File: config.mk
export PLATFORM = sky130hd
export DESIGN_NAME = k_mult_div_unit_flat
export DESIGN_NICKNAME = d
export VERILOG_FILES = /design/src/rtl/k_muldiv_pkg.sv /design/src/rtl/k_mult_div_unit_if.sv /design/src/rtl/k_muldiv_step.sv /design/src/rtl/k_mult_div_unit.sv /design/src/flat_wrapper.sv
export SDC_FILE = /design/constraint.sdc
export NUM_CORES = 1
export LEC_CHECK = 0
export BUFFER_PORTS_ARGS = -buffer_cell sky130_fd_sc_hd__clkbuf_2
export CORE_UTILIZATION = 61
export DETAILED_ROUTE_END_ITERATION = 10
export GPL_TIMING_DRIVEN = 0
export PLACE_DENSITY = 0.89
export SLEW_MARGIN = 20
export SYNTH_ARGS = -nofsm -noshare
export SYNTH_HDL_FRONTEND = slang
export SYNTH_SLANG_ARGS = --single-unit
File: constraint.sdc
create_clock -name clock -period 4.3 [get_ports clock]
set_clock_uncertainty 0.1 [all_clocks]
set_input_delay 0.645 -clock clock [delete_from_list [all_inputs] [get_ports clock]]
set_output_delay 0.645 -clock clock [all_outputs]
set_load 0.02 [all_outputs]
File: src/rtl/k_muldiv_pkg.sv
// k_muldiv_pkg: op encodings, FSM states and iteration count shared by the multiply/divide unit.
package k_muldiv_pkg;
  typedef enum logic [1:0] {OP_MULTU = 2'b00, OP_MULT = 2'b01, OP_DIVU = 2'b10, OP_DIV = 2'b11} op_e;
  typedef enum logic [1:0] {IDLE, LOAD, RUN, FIX} state_e;
  localparam int ITERS = 32;
endpackage

File: src/rtl/k_mult_div_unit_if.sv
// k_mult_div_unit_if: operand/handshake/HI-LO bundle between control logic and the multiply/divide unit.
interface k_mult_div_unit_if #(parameter int WIDTH = 32);
  logic [WIDTH-1:0] K_in1, K_in2, mt_data, hi, lo;
  logic [1:0] op;
  logic start, mt_hi, mt_lo, busy, done;
  modport master(output K_in1, K_in2, start, op, mt_hi, mt_lo, mt_data, input busy, done, hi, lo);
  modport slave(input K_in1, K_in2, start, op, mt_hi, mt_lo, mt_data, output busy, done, hi, lo);
endinterface

File: src/rtl/k_muldiv_step.sv
// k_muldiv_step: one shift-add multiply or restoring shift-subtract divide iteration on the 64-bit working register.
module k_muldiv_step #(parameter int WIDTH = 32) (
  input  logic [2*WIDTH-1:0] work,
  input  logic [WIDTH-1:0]   mag,
  input  logic               div,
  output logic [2*WIDTH-1:0] nxt
);
  logic [WIDTH:0] sum, t, diff;
  always_comb begin
    sum  = {1'b0, work[2*WIDTH-1:WIDTH]} + (work[0] ? {1'b0, mag} : '0);
    t    = work[2*WIDTH-1:WIDTH-1];
    diff = t - {1'b0, mag};
    nxt  = !div ? {sum, work[WIDTH-1:1]} :
           diff[WIDTH] ? {t[WIDTH-1:0], work[WIDTH-2:0], 1'b0} : {diff[WIDTH-1:0], work[WIDTH-2:0], 1'b1};
  end
endmodule

File: src/rtl/k_mult_div_unit.sv
// k_mult_div_unit: iterative MULT/MULTU/DIV/DIVU unit holding the HI/LO registers.
module k_mult_div_unit
  import k_muldiv_pkg::*;
#(parameter int WIDTH = 32) (
  input logic clock,
  input logic reset_n,
  k_mult_div_unit_if.slave bus
);
  localparam logic [4:0] LAST = 5'(ITERS - 1);
  state_e state, nxt;
  op_e op_q;
  logic [WIDTH-1:0] a_q, b_q, mag, abs_a, abs_b, hi_q, lo_q, res_hi, res_lo, quo, rem;
  logic [2*WIDTH-1:0] work, step, prod;
  logic [4:0] cnt;
  logic neg_q, neg_r, done_q, div, sa, sb;
  k_muldiv_step #(.WIDTH(WIDTH)) u_step (.work(work), .mag(mag), .div(div), .nxt(step));
  always_ff @(posedge clock or negedge reset_n)
    if (!reset_n) state <= IDLE;
    else state <= nxt;
  always_comb
    nxt = state == IDLE ? (bus.start ? LOAD : IDLE) :
          state == LOAD ? RUN :
          state == RUN  ? (cnt == LAST ? FIX : RUN) : IDLE;
  always_comb begin
    div    = op_q[1];
    sa     = (op_q == OP_MULT || op_q == OP_DIV) && a_q[WIDTH-1];
    sb     = (op_q == OP_MULT || op_q == OP_DIV) && b_q[WIDTH-1];
    abs_a  = sa ? -a_q : a_q;
    abs_b  = sb ? -b_q : b_q;
    prod   = neg_q ? -work : work;
    quo    = neg_q ? -work[WIDTH-1:0] : work[WIDTH-1:0];
    rem    = neg_r ? -work[2*WIDTH-1:WIDTH] : work[2*WIDTH-1:WIDTH];
    // A zero divisor bypasses the sign fix and reports the raw dividend as remainder
    res_hi = !div ? prod[2*WIDTH-1:WIDTH] : b_q == '0 ? a_q : rem;
    res_lo = !div ? prod[WIDTH-1:0] : b_q == '0 ? '1 : quo;
  end
  always_ff @(posedge clock or negedge reset_n)
    if (!reset_n) begin
      op_q   <= OP_MULTU;
      a_q    <= '0;
      b_q    <= '0;
      mag    <= '0;
      work   <= '0;
      cnt    <= '0;
      neg_q  <= 1'b0;
      neg_r  <= 1'b0;
      done_q <= 1'b0;
      hi_q   <= '0;
      lo_q   <= '0;
    end else begin
      done_q <= state == FIX;
      if (state == IDLE && bus.start) begin
        op_q <= op_e'(bus.op);
        a_q  <= bus.K_in1;
        b_q  <= bus.K_in2;
      end
      if (state == LOAD) begin
        mag   <= div ? abs_b : abs_a;
        work  <= {{WIDTH{1'b0}}, div ? abs_a : abs_b};
        cnt   <= '0;
        neg_q <= sa ^ sb;
        neg_r <= sa;
      end
      if (state == RUN) begin
        work <= step;
        cnt  <= cnt + 5'd1;
      end
      if (state == FIX) begin
        hi_q <= res_hi;
        lo_q <= res_lo;
      end else begin
        if (bus.mt_hi) hi_q <= bus.mt_data;
        if (bus.mt_lo) lo_q <= bus.mt_data;
      end
    end
  assign bus.busy = state != IDLE;
  assign bus.done = done_q;
  assign bus.hi   = hi_q;
  assign bus.lo   = lo_q;
endmodule
File: src/flat_wrapper.sv
// flat-port wrapper written by rule: the top's interface ports become plain ports
module k_mult_div_unit_flat import k_muldiv_pkg::*;
#(parameter int WIDTH = 32)
  (clock, reset_n, bus_K_in1, bus_K_in2, bus_start, bus_op, bus_mt_hi, bus_mt_lo, bus_mt_data, bus_busy, bus_done, bus_hi, bus_lo);
  k_mult_div_unit_if #(.WIDTH(WIDTH)) bus_i ();
  input logic clock;
  input logic reset_n;
  input wire logic [$bits(bus_i.K_in1)-1:0] bus_K_in1;
  input wire logic [$bits(bus_i.K_in2)-1:0] bus_K_in2;
  input wire logic [$bits(bus_i.start)-1:0] bus_start;
  input wire logic [$bits(bus_i.op)-1:0] bus_op;
  input wire logic [$bits(bus_i.mt_hi)-1:0] bus_mt_hi;
  input wire logic [$bits(bus_i.mt_lo)-1:0] bus_mt_lo;
  input wire logic [$bits(bus_i.mt_data)-1:0] bus_mt_data;
  output wire logic [$bits(bus_i.busy)-1:0] bus_busy;
  output wire logic [$bits(bus_i.done)-1:0] bus_done;
  output wire logic [$bits(bus_i.hi)-1:0] bus_hi;
  output wire logic [$bits(bus_i.lo)-1:0] bus_lo;
  assign bus_i.K_in1 = bus_K_in1;
  assign bus_i.K_in2 = bus_K_in2;
  assign bus_i.start = bus_start;
  assign bus_i.op = bus_op;
  assign bus_i.mt_hi = bus_mt_hi;
  assign bus_i.mt_lo = bus_mt_lo;
  assign bus_i.mt_data = bus_mt_data;
  assign bus_busy = bus_i.busy;
  assign bus_done = bus_i.done;
  assign bus_hi = bus_i.hi;
  assign bus_lo = bus_i.lo;
  k_mult_div_unit #(.WIDTH(WIDTH)) u_core (.clock(clock), .reset_n(reset_n), .bus(bus_i));
endmodule
=== Word-level counts from Yosys, hierarchy flattened ===
Cells that the tools add are included.

* Flip-flop bits (word level): 236
* Logic and storage cells: 64

* Add/sub/neg operators: 8
* Eq/ne operators: 6
* Muxes and demuxes: 27
* Bitwise operators: 1
* Reduce and logical (&&, ||, !) cells: 10

{| class="wikitable"
|+ Operator list
! cell !! count
|-
| two-way mux 32 bit || 15
|-
| two-way mux 64 bit || 5
|-
| negator 32 bit || 4
|-
| negator 64 bit || 1
|-
| adder 32 x 33 -> 33 bit || 1
|-
| subtractor 33 x 32 -> 33 bit || 1
|-
| zero test 32 bit || 1
|-
| two-way mux 5 bit || 2
|-
| nonzero test 2 bit || 4
|-
| == test 2 bit, second input constant || 3
|-
| two-way mux 2 bit || 3
|-
| adder 5 x 1 -> 5 bit, second input constant || 1
|-
| == test 5 bit, second input constant || 1
|-
| == test 2 x 1 -> 1 bit, second input constant || 2
|-
| logical AND 1 bit || 3
|-
| zero test 2 bit || 1
|-
| two-way mux 1 bit || 2
|-
| logical OR 1 bit || 1
|-
| bitwise XOR 1 bit || 1
|}

=== Depth between registers and ports, before layout ===
* Word-level depth: 7
* Gate-level depth with buffers: 14

=== Hierarchy ===
Synthesis repeated with hierarchy kept, for this count alone.

* Cells, all modules: 2,175
* Area, all modules: 18,835.6 µm²

{| class="wikitable"
|+ Modules (own cells, without submodules)
! module !! instances !! cells each !! area each (µm²) !! seq. area each (µm²)
|-
| k_mult_div_unit || 1 || 1,523 || 14,310.0 || 5,905.7
|-
| k_muldiv_step || 1 || 652 || 4,525.6 || 0.0
|}

=== Worst setup path after synthesis ===
No wires, ideal clock.

* Path type: register to register
* Start point: reg u_core.work[31]
* End point: reg u_core.work[35]
* Data arrival time: 3,380 ps
* Path slack: 694 ps
* Cell stages (with the launch flop): 13
* Cell sequence: dfrtp_1 > inv_1 > ha_1 > fa_1 > nand2b_1 > a21oi_1 > o211a_1 > a2111oi_0 > and2_1 > o221ai_1 > nor2_2 > mux2_2 > a221o_1

* Word-level cells in the longest chain between the ends: 4

{| class="wikitable"
|+ Ends and longest elaborated chain
! item !! RTL line !! text
|-
| start: declaration || k_mult_div_unit.sv:13 || <nowiki>logic [2*WIDTH-1:0] work, step, prod;</nowiki>
|-
| start signal: assignment || k_mult_div_unit.sv:59 || <nowiki>work <= {{WIDTH{1'b0}}, div ? abs_a : abs_b};</nowiki>
|-
| start signal: assignment || k_mult_div_unit.sv:65 || <nowiki>work <= step;</nowiki>
|-
| subtractor 33 x 32 -> 33 bit || k_muldiv_step.sv:12 || <nowiki>diff = t - {1'b0, mag};</nowiki>
|-
| two-way mux 64 bit || k_muldiv_step.sv:14 || <nowiki>diff[WIDTH] ? {t[WIDTH-1:0], work[WIDTH-2:0], 1'b0} : {diff[WIDTH-1:0], work[WIDTH-2:0], 1'b1};</nowiki>
|-
| two-way mux 64 bit || k_muldiv_step.sv:13 || <nowiki>nxt = !div ? {sum, work[WIDTH-1:1]} :</nowiki>
|-
| two-way mux 64 bit || k_mult_div_unit.sv:64 || <nowiki>if (state == RUN) begin</nowiki>
|}

No other way between the ends.
A chain may end at the register's enable or synchronous reset.

=== Final worst setup path ===
* Start point: reg u_core.b_q[2]
* End point: reg u_core.hi_q[0] (netlist: u_core.bus.hi[0])

* Word-level cells in the longest chain between the ends: 4

{| class="wikitable"
|+ Ends and longest elaborated chain
! item !! RTL line !! text
|-
| start: declaration || k_mult_div_unit.sv:12 || <nowiki>logic [WIDTH-1:0] a_q, b_q, mag, abs_a, abs_b, hi_q, lo_q, res_hi, res_lo, quo, rem;</nowiki>
|-
| start signal: assignment || k_mult_div_unit.sv:55 || <nowiki>b_q <= bus.K_in2;</nowiki>
|-
| zero test 32 bit || k_mult_div_unit.sv:34 || <nowiki>res_hi = !div ? prod[2*WIDTH-1:WIDTH] : b_q == '0 ? a_q : rem;</nowiki>
|-
| two-way mux 32 bit (2 in a row) || k_mult_div_unit.sv:34 ||
|-
| two-way mux 32 bit || k_mult_div_unit.sv:68 || <nowiki>if (state == FIX) begin</nowiki>
|-
| end signal: assignment || k_mult_div_unit.sv:69 || <nowiki>hi_q <= res_hi;</nowiki>
|-
| end signal: assignment || k_mult_div_unit.sv:72 || <nowiki>if (bus.mt_hi) hi_q <= bus.mt_data;</nowiki>
|-
| end: declaration || k_mult_div_unit.sv:12 ||
|}

No other way between the ends.

==> results by stage <==
Outcome:
- The flow ran to the end, but the final reports show violations.
- The checks that failed: setup timing.

Synthesis:
- The netlist area before placement is 18500 um^2.
- The most frequently used cell type in the post-synthesis netlist is dfrtp_1.
- The sequential-to-total area share from yosys stat is 31.9%.
- The commonest cells after synthesis are 236 x dfrtp_1, 215 x o21ai_0, 213 x nor2_1.
- Among all flip-flop cells after synthesis, the most frequent one is dfrtp_1.
- The mean instance size in the synthesized netlist is 8.48 um^2.
- Yosys printed 0 warnings.
- Sorting the synthesized cells by area gives the leading types as dfrtp_1 32%, o21ai_0 5.8%, ha_1 5.0%.
- Synthesis handed over a netlist of 2184 instances.
- Counting flops with an async set or reset pin after synthesis yields a share of 100%.
- Summed over its instances, the top area cell type makes up 31.9% of the synthesized netlist area.
- Counting flops with a built-in enable in the synthesized netlist gives 0.
- The net count after synthesis is 2363.
- The register bit count reported by yosys is 236.
- The number of distinct library cell variants in the gate-level netlist after synthesis is 86.
- The largest area contributor in the netlist is dfrtp_1.

Cells and area:
- Measured on the finished design, the core utilization comes to 70.6%.
- The number of filler cells placed in the layout is 2255.
- After the last flow step, the layout net total stands at 2567.
- Relative to the synthesized area, the layout overhead comes to 13.6%.
- Across the whole layout, storage elements account for 5910 um^2.
- The fraction of final layout cells sized beyond drive strength 1 is 15.6%.
- In the final layout, the multi-input gates occupy 11900 um^2.
- With fillers left out, the area of the finished cells amounts to 21100 um^2.

Power and ir drop:
- The worst supply voltage drop on vdd is 602 uV.
- In this run the static leakage power is 0.00918 uW.
- Summing internal, switching and leakage power gives 20400 uW.
- The power density relative to cell area is 969 nW/um^2.

Placed design:
- The total of buffers placed on input and output ports is 166.
- Summed over all nets, the half-perimeter wirelength after detailed placement is 60.1 mm.
- After detailed placement, the total cell area comes to 19900 um^2.
- Routability-driven placement finished with a final weighted congestion of 1.08.

Die:
- The vertical die dimension is 176 um.
- The die is 176 um wide.
- The I/O pin count is 169.
- The effective utilization at floorplan is 62.2%.
- The site row count is 63.
- The floorplan step defined a core boundary enclosing 29800 um^2.
- The die covers 31100 um^2.

Setup path:
- The type of destination of the critical path is a flip-flop.
- For the worst setup path, the data required time is 4690 ps.
- STA classifies the critical path startpoint as a flip-flop.
- Of all nets on the critical path, the largest fanout is 10.
- The setup path with the least slack is of type reg2reg.
- Data on the critical path arrives at its endpoint at 4710 ps.

Global route:
- In this run the most used layer during global routing was met2.
- The largest net degree at the start of global routing is 87.
- The initial antenna violation count is 5.
- For this run, global-route usage on met1 was measured as 65.1%.
- The final global-route overflow total is 0.
- The via count of the first global-routing pass is 19200.
- For this run, global-route usage on met3 was measured as 16.9%.
- The fraction of met2 tracks used by global routing is 73.6%.
- The global-route wire length before repair is 117 mm.
- The total global routing track utilization is 50.9%.

Timing:
- The final-report hold violation count is 0.
- In the final timing run, aggregate negative setup slack is -18.2 ps.
- After layout, the worst path uses 100% of the clock period.
- Once routing completed, OpenROAD measured the worst setup slack at -18.2 ps.
- The actual transition at the worst max-transition pin is 1130 ps.
- Setup repair after global routing left no endpoint under its margin.
- The number of max-slew violations in the final report is 0.
- Setup violations remaining at the end of the flow were counted as 1.
- For the finished layout, the period the worst path requires is 4320 ps.
- Derived from the worst setup path, the maximum achievable clock frequency is 0.232 GHz.
- The worst pin sits at a relative slew slack of 24.9%.

Routing:
- The vias per cell is 7.19.
- In the routed design, unresolved DRC markers number 0.
- The aggregate routed wire length is 79.6 mm.
- The routed layout has 20100 vias.
- For this run, the detailed router's first-pass iteration total came to 9.
- The number of routed nets with antenna violations is 0.
- For this block, the initial DRC count from the detailed router was 3004.
- The routed length per placed instance is 28.4 um.

Min path:
- The class of the most critical hold timing path is in2async.

Clocking:
- After clock tree synthesis, the clock-pin slew on the worst setup and hold paths is 70 ps.
- Clock tree synthesis found a total of 236 sinks.
- CTS placed an instance of clkbuf_16 at the clock tree root.
- The number of buffers on the longest clock path is 3.
- For the worst-skew pair, the clock arrives at the later sink with an insertion delay of 580 ps.
- The number of hold buffers added after CTS was 0.
- TritonCTS built the clock tree.
- CTS built an H-tree with a depth of 1.
- Buffers inserted during clock tree synthesis total 27.

Job:
- The max-cap violation count is 0.
==> routing by layer <==
layer / share of wire [%] / wire length, um
met1: 37 / 29200
met2: 41 / 32500
met3: 14 / 11200
met4: 8.3 / 6620
met5: 0.053 / 42
==> state kept, by name, summed over array words and instances (netlist names) <==
name	count
u_core.state	2
u_core.a_q	32
u_core.op_q	2
u_core.bus.done	1
u_core.neg_r	1
u_core.work	64
u_core.cnt	5
u_core.neg_q	1
u_core.mag	32
u_core.bus.hi	32
u_core.b_q	32
u_core.bus.lo	32
==> report_power, final <==
part,switching (uW),internal (uW),total [uW]
combinational,8680,4520,13200
clock,1070,1410,2470
sequential,1470,3250,4720
total,11200,9180,20400
==> what timing repair did <==
action / CTS / global route
setup buffers: 3 / 5
gates resized for setup: 21 / 14
endpoints found under the setup margin: 72 / 66
hold endpoints to repair: 0 / 0
pin swaps: 4 / 2
==> path summary, 6_finish.rpt <==
check                           cells past startpoint  slack [ps]          start                end
min in group clock                                  2         190  bus_K_in2[29]     u_core.b_q[29]
worst min register to register                      1         400  u_core.cnt[3]      u_core.cnt[3]
worst min-delay path                                1          10        reset_n      u_core.mag[8]
max in group asynchronous                           2        3170        reset_n  u_core.bus.lo[17]
worst max-delay path                                9         -20  u_core.b_q[2]   u_core.bus.hi[0]
worst max register to register                      9         -20  u_core.b_q[2]   u_core.bus.hi[0]
==> final cells by class <==
cell class | count | area share [%]
Multi-Input combinational cell | 1728 | 56.5
Sequential cell | 236 | 28.1
Timing Repair Buffer | 176 | 4.54
Clock buffer | 34 | 3.48
Buffer | 144 | 2.75
Tap cell | 390 | 2.32
Inverter | 75 | 1.36
Clock inverter | 16 | 0.951
Antenna cell | 2 | 0.0238
==> cell families after synthesis <==
logic type	count (synthesis)	synth area share, %
DFF	236	31.9
xor gates and xnor gates	190	8.98
adders and majority gates	76	5.21
and+or+nand+nor	666	16.9
buffers and inverters	220	4.63
muxes	167	10.4
AOI/OAI and AO/OA	629	22.1
==> critical path, stage by stage, from the launching register on <==
cell	delay, ps
dfrtp_1	460
or4_1	660
nor4b_4	540
nand4_1	170
buf_4	210
nor4_2	690
clkbuf_1	480
clkbuf_1	480
a21oi_1	240
a21oi_1	180
==> layout by cell type (no fill, tap or decap), types with 22 or more instances in the layout <==
cell       instances
o21ai_0          211
xor2_1            87
nor3_1            41
o31ai_1           28
mux2_2            77
a211oi_1          29
a21o_1            39
clkbuf_1         120
nor2_1           212
inv_1             72
mux2i_1           78
xnor2_1          103
ha_1              74
nand3_1           34
a31oi_1           22
a21oi_1          118
nor2b_1           29
clkbuf_16         27
clkbuf_2         167
o211ai_1          23
dfrtp_1          234
nand2_1          204
==> metrics by stage <==
stage | hold slack (ps) | setup WS (ps) | cells
after global placement | 370 | -2050 | 2740
final | 11.7 | -18.2 | 2801
after global routing | 76.7 | 28.6 | 2800
after floorplan | 249 | 694 | 2184
after CTS | 41.4 | 7.24 | 2795
after detailed placement | 387 | -697 | 2742
No activity file was read; power rests on OpenSTA's default activity.
